===== config.mk =====
export PLATFORM = sky130hd
export DESIGN_NAME = ram_stream_reader
export DESIGN_NICKNAME = d
export VERILOG_FILES = /design/src/rtl/ram_stream_reader_pkg.sv /design/src/rtl/ram_stream_reader_skid_buf.sv /design/src/rtl/ram_stream_reader.sv
export SDC_FILE = /design/constraint.sdc
export NUM_CORES = 1
export LEC_CHECK = 0
export BUFFER_PORTS_ARGS = -buffer_cell sky130_fd_sc_hd__buf_2
export CAP_MARGIN = 20
export CORE_MARGIN = 8
export CORE_UTILIZATION = 35
export DETAILED_ROUTE_END_ITERATION = 10
export HOLD_SLACK_MARGIN = 0.15
export PLACE_DENSITY = 0.6
export SYNTH_ARGS = -nofsm -noshare
export SYNTH_HDL_FRONTEND = slang
export SYNTH_SLANG_ARGS = --single-unit

===== constraint.sdc =====
create_clock -name clk -period 3.32 [get_ports clk]
set_input_delay 0.664 -clock clk [delete_from_list [all_inputs] [get_ports clk]]
set_output_delay 0.664 -clock clk [all_outputs]
set_load 0.02 [all_outputs]

===== src/rtl/ram_stream_reader_pkg.sv =====
// Shared constants and FSM state encoding for the RAM stream reader.
// Default geometry is the 8-bit x 256-word RAM the reader is normally paired with.
package ram_stream_reader_pkg;

   localparam int RSR_RAM_WIDTH = 8;
   localparam int RSR_RAM_DEPTH = 256;

   typedef enum logic [1:0] {
      ST_IDLE  = 2'd0,
      ST_READ  = 2'd1,
      ST_DRAIN = 2'd2
   } rsr_state_t;

endpackage


===== src/rtl/ram_stream_reader_skid_buf.sv =====
// Two-entry FIFO between the RAM read pipeline and the stream output.
// The head entry stays put until it is accepted, so dout is stable while stalled.
module stream_skid_buf #(
   parameter int WIDTH = 9
) (
   input  logic             clk,
   input  logic             rst,
   input  logic             push,
   input  logic [WIDTH-1:0] din,
   output logic             valid,
   input  logic             ready,
   output logic [WIDTH-1:0] dout,
   output logic [1:0]       count
);

   logic [WIDTH-1:0] r_mem [2];
   logic             r_wr_ptr;
   logic             r_rd_ptr;
   logic [1:0]       r_count;
   logic             w_pop;
   logic             w_push;

   assign w_pop  = (r_count != 2'd0) && ready;
   assign w_push = push && ((r_count != 2'd2) || w_pop);

   // NOTE: the two storage words are reset so that the stream data output
   // reads zero after reset instead of leftover data from an aborted burst.
   always_ff @(posedge clk or posedge rst) begin
      if (rst) begin
         r_mem[0] <= '0;
         r_mem[1] <= '0;
         r_wr_ptr <= 1'b0;
         r_rd_ptr <= 1'b0;
         r_count  <= 2'd0;
      end else begin
         // NOTE: non-blocking assignments so every register samples the
         // pre-edge values, independent of statement order.
         if (w_push) begin
            r_mem[r_wr_ptr] <= din;
            r_wr_ptr        <= ~r_wr_ptr;
         end
         if (w_pop) begin
            r_rd_ptr <= ~r_rd_ptr;
         end
         case ({w_push, w_pop})
            2'b10:   r_count <= r_count + 2'd1;
            2'b01:   r_count <= r_count - 2'd1;
            default: r_count <= r_count;
         endcase
      end
   end

   assign valid = (r_count != 2'd0);
   assign dout  = r_mem[r_rd_ptr];
   assign count = r_count;

endmodule


===== src/rtl/ram_stream_reader.sv =====
// Reads a burst of consecutive words from a synchronous single-port RAM and
// presents them as a valid/ready stream with a last-beat marker and done pulse.
module ram_stream_reader
   import ram_stream_reader_pkg::*;
#(
   parameter  int RAM_WIDTH = RSR_RAM_WIDTH,
   parameter  int RAM_DEPTH = RSR_RAM_DEPTH,
   localparam int ADDR_W    = $clog2(RAM_DEPTH)
) (
   input  logic                 clk,
   input  logic                 rst,
   input  logic                 start,
   input  logic [ADDR_W-1:0]    base_addr,
   input  logic [ADDR_W:0]      length,
   output logic                 ram_we,
   output logic [ADDR_W-1:0]    ram_addr,
   input  logic [RAM_WIDTH-1:0] ram_dout,
   output logic                 m_valid,
   output logic [RAM_WIDTH-1:0] m_data,
   output logic                 m_last,
   input  logic                 m_ready,
   output logic                 busy,
   output logic                 done
);

   localparam logic [ADDR_W:0]   LEN_ONE  = {{ADDR_W{1'b0}}, 1'b1};
   localparam logic [ADDR_W-1:0] ADDR_TOP = ADDR_W'(RAM_DEPTH - 1);

   rsr_state_t          r_state;
   rsr_state_t          w_state_nxt;
   logic [ADDR_W-1:0]   r_next_addr;
   logic [ADDR_W-1:0]   r_addr_hold;
   logic [ADDR_W-1:0]   w_addr_inc;
   logic [ADDR_W:0]     r_remain;
   logic                r_rd_vld;
   logic                r_rd_last;
   logic                r_done;
   logic                w_issue;
   logic                w_xfer;
   logic                w_final_xfer;
   logic                w_zero_start;
   logic                w_buf_valid;
   logic [1:0]          w_buf_count;
   logic [RAM_WIDTH:0]  w_buf_dout;

   // Each buffer entry carries its last-beat flag alongside the data word.
   stream_skid_buf #(
      .WIDTH (RAM_WIDTH + 1)
   ) u_buf (
      .clk   (clk),
      .rst   (rst),
      .push  (r_rd_vld),
      .din   ({r_rd_last, ram_dout}),
      .valid (w_buf_valid),
      .ready (m_ready),
      .dout  (w_buf_dout),
      .count (w_buf_count)
   );

   assign w_xfer       = w_buf_valid && m_ready;
   assign w_final_xfer = w_xfer && w_buf_dout[RAM_WIDTH];
   assign w_zero_start = (r_state == ST_IDLE) && start && (length == '0);
   assign w_addr_inc   = (r_next_addr == ADDR_TOP) ? '0 : r_next_addr + 1'b1;

   always_comb begin
      // NOTE: defaults first so no path through the case leaves an output
      // unassigned, which would otherwise infer a latch.
      w_state_nxt = r_state;
      w_issue     = 1'b0;
      case (r_state)
         ST_IDLE: begin
            if (start && (length != '0)) begin
               w_state_nxt = ST_READ;
            end
         end
         ST_READ: begin
            // Issue only if buffered + in-flight words, net of this cycle's
            // transfer, leave room for one more.
            if (({1'b0, w_buf_count} + {2'b00, r_rd_vld}) < (3'd2 + {2'b00, w_xfer})) begin
               w_issue = 1'b1;
               if (r_remain == LEN_ONE) begin
                  w_state_nxt = ST_DRAIN;
               end
            end
         end
         ST_DRAIN: begin
            if (w_final_xfer) begin
               w_state_nxt = ST_IDLE;
            end
         end
         default: w_state_nxt = ST_IDLE;
      endcase
   end

   always_ff @(posedge clk or posedge rst) begin
      if (rst) begin
         r_state     <= ST_IDLE;
         r_next_addr <= '0;
         r_addr_hold <= '0;
         r_remain    <= '0;
         r_rd_vld    <= 1'b0;
         r_rd_last   <= 1'b0;
         r_done      <= 1'b0;
      end else begin
         r_state   <= w_state_nxt;
         r_rd_vld  <= w_issue;
         r_rd_last <= w_issue && (r_remain == LEN_ONE);
         r_done    <= w_zero_start || ((r_state == ST_DRAIN) && w_final_xfer);
         if ((r_state == ST_IDLE) && start) begin
            r_next_addr <= base_addr;
            r_remain    <= length;
         end else if (w_issue) begin
            r_next_addr <= w_addr_inc;
            r_remain    <= r_remain - LEN_ONE;
            r_addr_hold <= r_next_addr;
         end
      end
   end

   assign ram_we   = 1'b0;
   assign ram_addr = w_issue ? r_next_addr : r_addr_hold;
   assign m_valid  = w_buf_valid;
   assign m_data   = w_buf_dout[RAM_WIDTH-1:0];
   assign m_last   = w_buf_valid && w_buf_dout[RAM_WIDTH];
   assign busy     = (r_state != ST_IDLE);
   assign done     = r_done;

endmodule

==> impl_results.md <==
- Status: finished, final reports clean
- Cts repair resizes: 0
- Number of synthesized register bits: 52
- Critical path origin: u_buf.count[0]
- Worst vdd ir: 0.451 mV
- RSZ-0062 raised after global routing: no
- Row count: 31
- Die area: 10600 um2
- Fin Clk Skew: 0.00402 ns
- Hold crit path type: in2async
- Synth async-reset ratio: 1.00
- Worst Setup EP: ram_addr[2]
- First-pass GRT wire length: ~9700 um
- Filler instances: 765
- Drt pass-1 iters: 4
- Port bufs: 48
- Share of cells above drive strength 1: 0.397
- Slowest cell on crit path: dfrtp_1
- Sink Count: between 50 and 60
- Leak pwr: 0.00139 uW
- Synthesized instance count: 234
- Syn Nets: 269
- Least-Margin Pin Slew: 0.601 ns
- Area contributors post-synth: dfrtp_1 49%, mux2_2 18%, ha_1 2.8%
- Critical R2R Capture: r_next_addr[7]
- CP peak stage delay: roughly 0.47 ns
- EDFF count, synth: 0
- Hold_buf cts: 0
- Crit Path Max Fanout: 17
- IO Pins: 50
- Maxcap violations: 0
- Reg clk slew, reported paths: 0.09 ns
- Setup bufs post-CTS: 0
- Worst skew pair latency: 0.30 ns
- Vias in the first global route: between 2000 and 2500
- Cell area after synthesis: 2650 um2
- Clk root buf: clkbuf_8
- CP Data Arrival Time: 2.48 ns
- Final period util: 0.948
- Sequential area share after synthesis: 0.491
- CP Class: reg2out
- H-tree depth: 2
- Data required, critical path: approximately 2.7 ns
- Antenna cells: 0
- Hpwl dp: about 4300 um
- Initial Util: 0.363
- Via density per instance: 5.10
- PnR Total Power: about 3400 uW
- Die Span X: ~100 um
- Slew Limit Fails: 0
- Fmax: 318 MHz
- Setup TNS: 0 ns
- Initial drt markers: 59
- Synth warn: 0
- Final Hold Viols: 0
- # nets final: 321
- Initial antenna violation count: 0
- Post-synth top area share: 0.491
- R2r setup slk: 1.03 ns
- Post-DRT Antenna Nets: 0
- Num CTS Buffers: 5
- Die height: 103 um
- Worst r2r path cells: 7
- Final setup vio count: 0
- CP Cell Sequence: ha_1, ha_1, nor3b_4, nand2_2, inv_1, buf_12, mux2_2, buf_2
- Drt total wl: roughly 6000 um
- Worst R2R Start: u_buf.count[0]
- Total track usage: 0.117
- Largest net degree at the start of global routing: 35
- Yosys top cell by area: dfrtp_1
- Total gr overflow: 0
- Clk buf depth: 2
- Placer Congestion: 0.823
- DR WL/cell: 15.3 um
- Avg Synthesized Cell Area: 11.3 um2
- Area delta synth->final: 17.6%
- Min cycle time layout: around 3.1 ns
- Power Density: 1100 nW/um2
- Critical Path End Type: output port
- CP most frequent cell: ha_1
- Normalized max-slew margin: 0.596
- Core Region: ~7300 um2
- TritonCTS clock tree: built
- Distinct cell type count of the synthesized netlist: 48
- Synth Flop Type: dfrtp_1
- Startpoint types: flip-flop
- Total number of vias: roughly 2000
- DRC violation count after routing: 0
==> state kept, by name, summed over array words and instances (netlist names) <==
name / flops
r_remain: 9
u_buf.count: 2
r_state: 2
r_next_addr: 8
u_buf.r_mem: 18
r_rd_last: 1
r_addr_hold: 8
done: 1
r_rd_vld: 1
u_buf.r_rd_ptr: 1
u_buf.r_wr_ptr: 1
==> through the flow <==
stage | std cells | hold WS [ns] | setup WS, ns | utilization | cell area [um2]
floorplan | 234 | 0.455 | 0.752 | - | 2650
global placement | 378 | 0.481 | 0.566 | 0.414 | 3020
detailed placement | 378 | 0.494 | 0.503 | 0.414 | 3020
CTS | 386 | 0.337 | 0.140 | 0.427 | 3110
global route | 386 | 0.346 | 0.0233 | 0.427 | 3110
finish | 386 | 0.333 | 0.171 | 0.427 | 3110
==> placed cells by master (no fill, tap or decap), types with 3 or more instances in the layout <==
master,netlist,final
nor2_1,19,19
a221o_1,7,7
a21oi_1,5,5
buf_4,1,3
o21ai_0,8,8
buf_2,4,48
nand2_1,9,9
xnor2_1,5,5
inv_1,9,8
nor4_1,3,3
nand3_1,12,12
dfrtp_1,52,52
clkbuf_8,0,6
mux2_2,43,43
nor3_1,7,7
ha_1,6,6
o311ai_1,3,3
==> cell usage after synthesis (4+ instances only) <==
master   instances
a21oi_1          5
a221o_1          7
buf_2            4
dfrtp_1         52
ha_1             6
inv_1            9
mux2_2          43
nand2_1          9
nand3_1         12
nor2_1          19
nor3_1           7
o21ai_0          8
xnor2_1          5
==> per-layer routing <==
layer,GRT usage,wire length [um]
met4,0.0389,53
met3,0.0284,405
met5,0,0
met1,0.151,2700
met2,0.187,2730
==> where the power goes <==
group,total [uW],internal (uW),switching [uW]
Sequential,1150,910,235
Combinational,1920,914,1000
Clock,375,170,205
==> area by class of cell <==
type	count	area [um2]	share of cell area
tap	99	124	0.0398
clock buffer	7	86.3	0.0277
sequential	52	1300	0.418
clock inverter	1	7.51	0.00241
inverter	10	37.5	0.0121
timing repair buffer	52	283	0.0908
multi-input combinational	165	1270	0.409
==> cell families (layout without fill, tap and decap cells) <==
family	after synthesis	in the layout	synth area share
adders and majority gates	6	6	0.0283
xor gates and xnor gates	6	6	0.0198
DFF	52	52	0.491
buffers and inverters	17	70	0.0274
and+or+nand+nor	70	70	0.138
muxes	44	44	0.187
AOI/OAI and AO/OA	38	38	0.107
other	1	1	0.00142
==> worst min-delay path by stage <==
stage / slack, ns / cells past startpoint / from / to
3_5_place_dp: 0.49 / 1 / u_buf.r_mem[0] / u_buf.r_mem[0]
4_1_cts: 0.34 / 2 / rst / u_buf.r_mem[7]
5_1_grt: 0.35 / 2 / rst / u_buf.r_mem[7]
3_3_place_gp: 0.48 / 1 / u_buf.r_mem[4] / u_buf.r_mem[4]
2_1_floorplan: 0.45 / 1 / r_remain[8] / r_rd_last
6_report: 0.33 / 2 / rst / u_buf.r_mem[7]
==> worst max-delay path: cells and delay by family, from the launching register on <==
kind | cells | cell delay [ns]
flip-flops | 1 | 0.47
AND/OR/NAND/NOR | 2 | 0.45
adder cells (fa/ha/maj) | 2 | 0.44
buffers and inverters | 3 | 0.50
multiplexers | 1 | 0.33
Power figures use the tool's default switching activity.
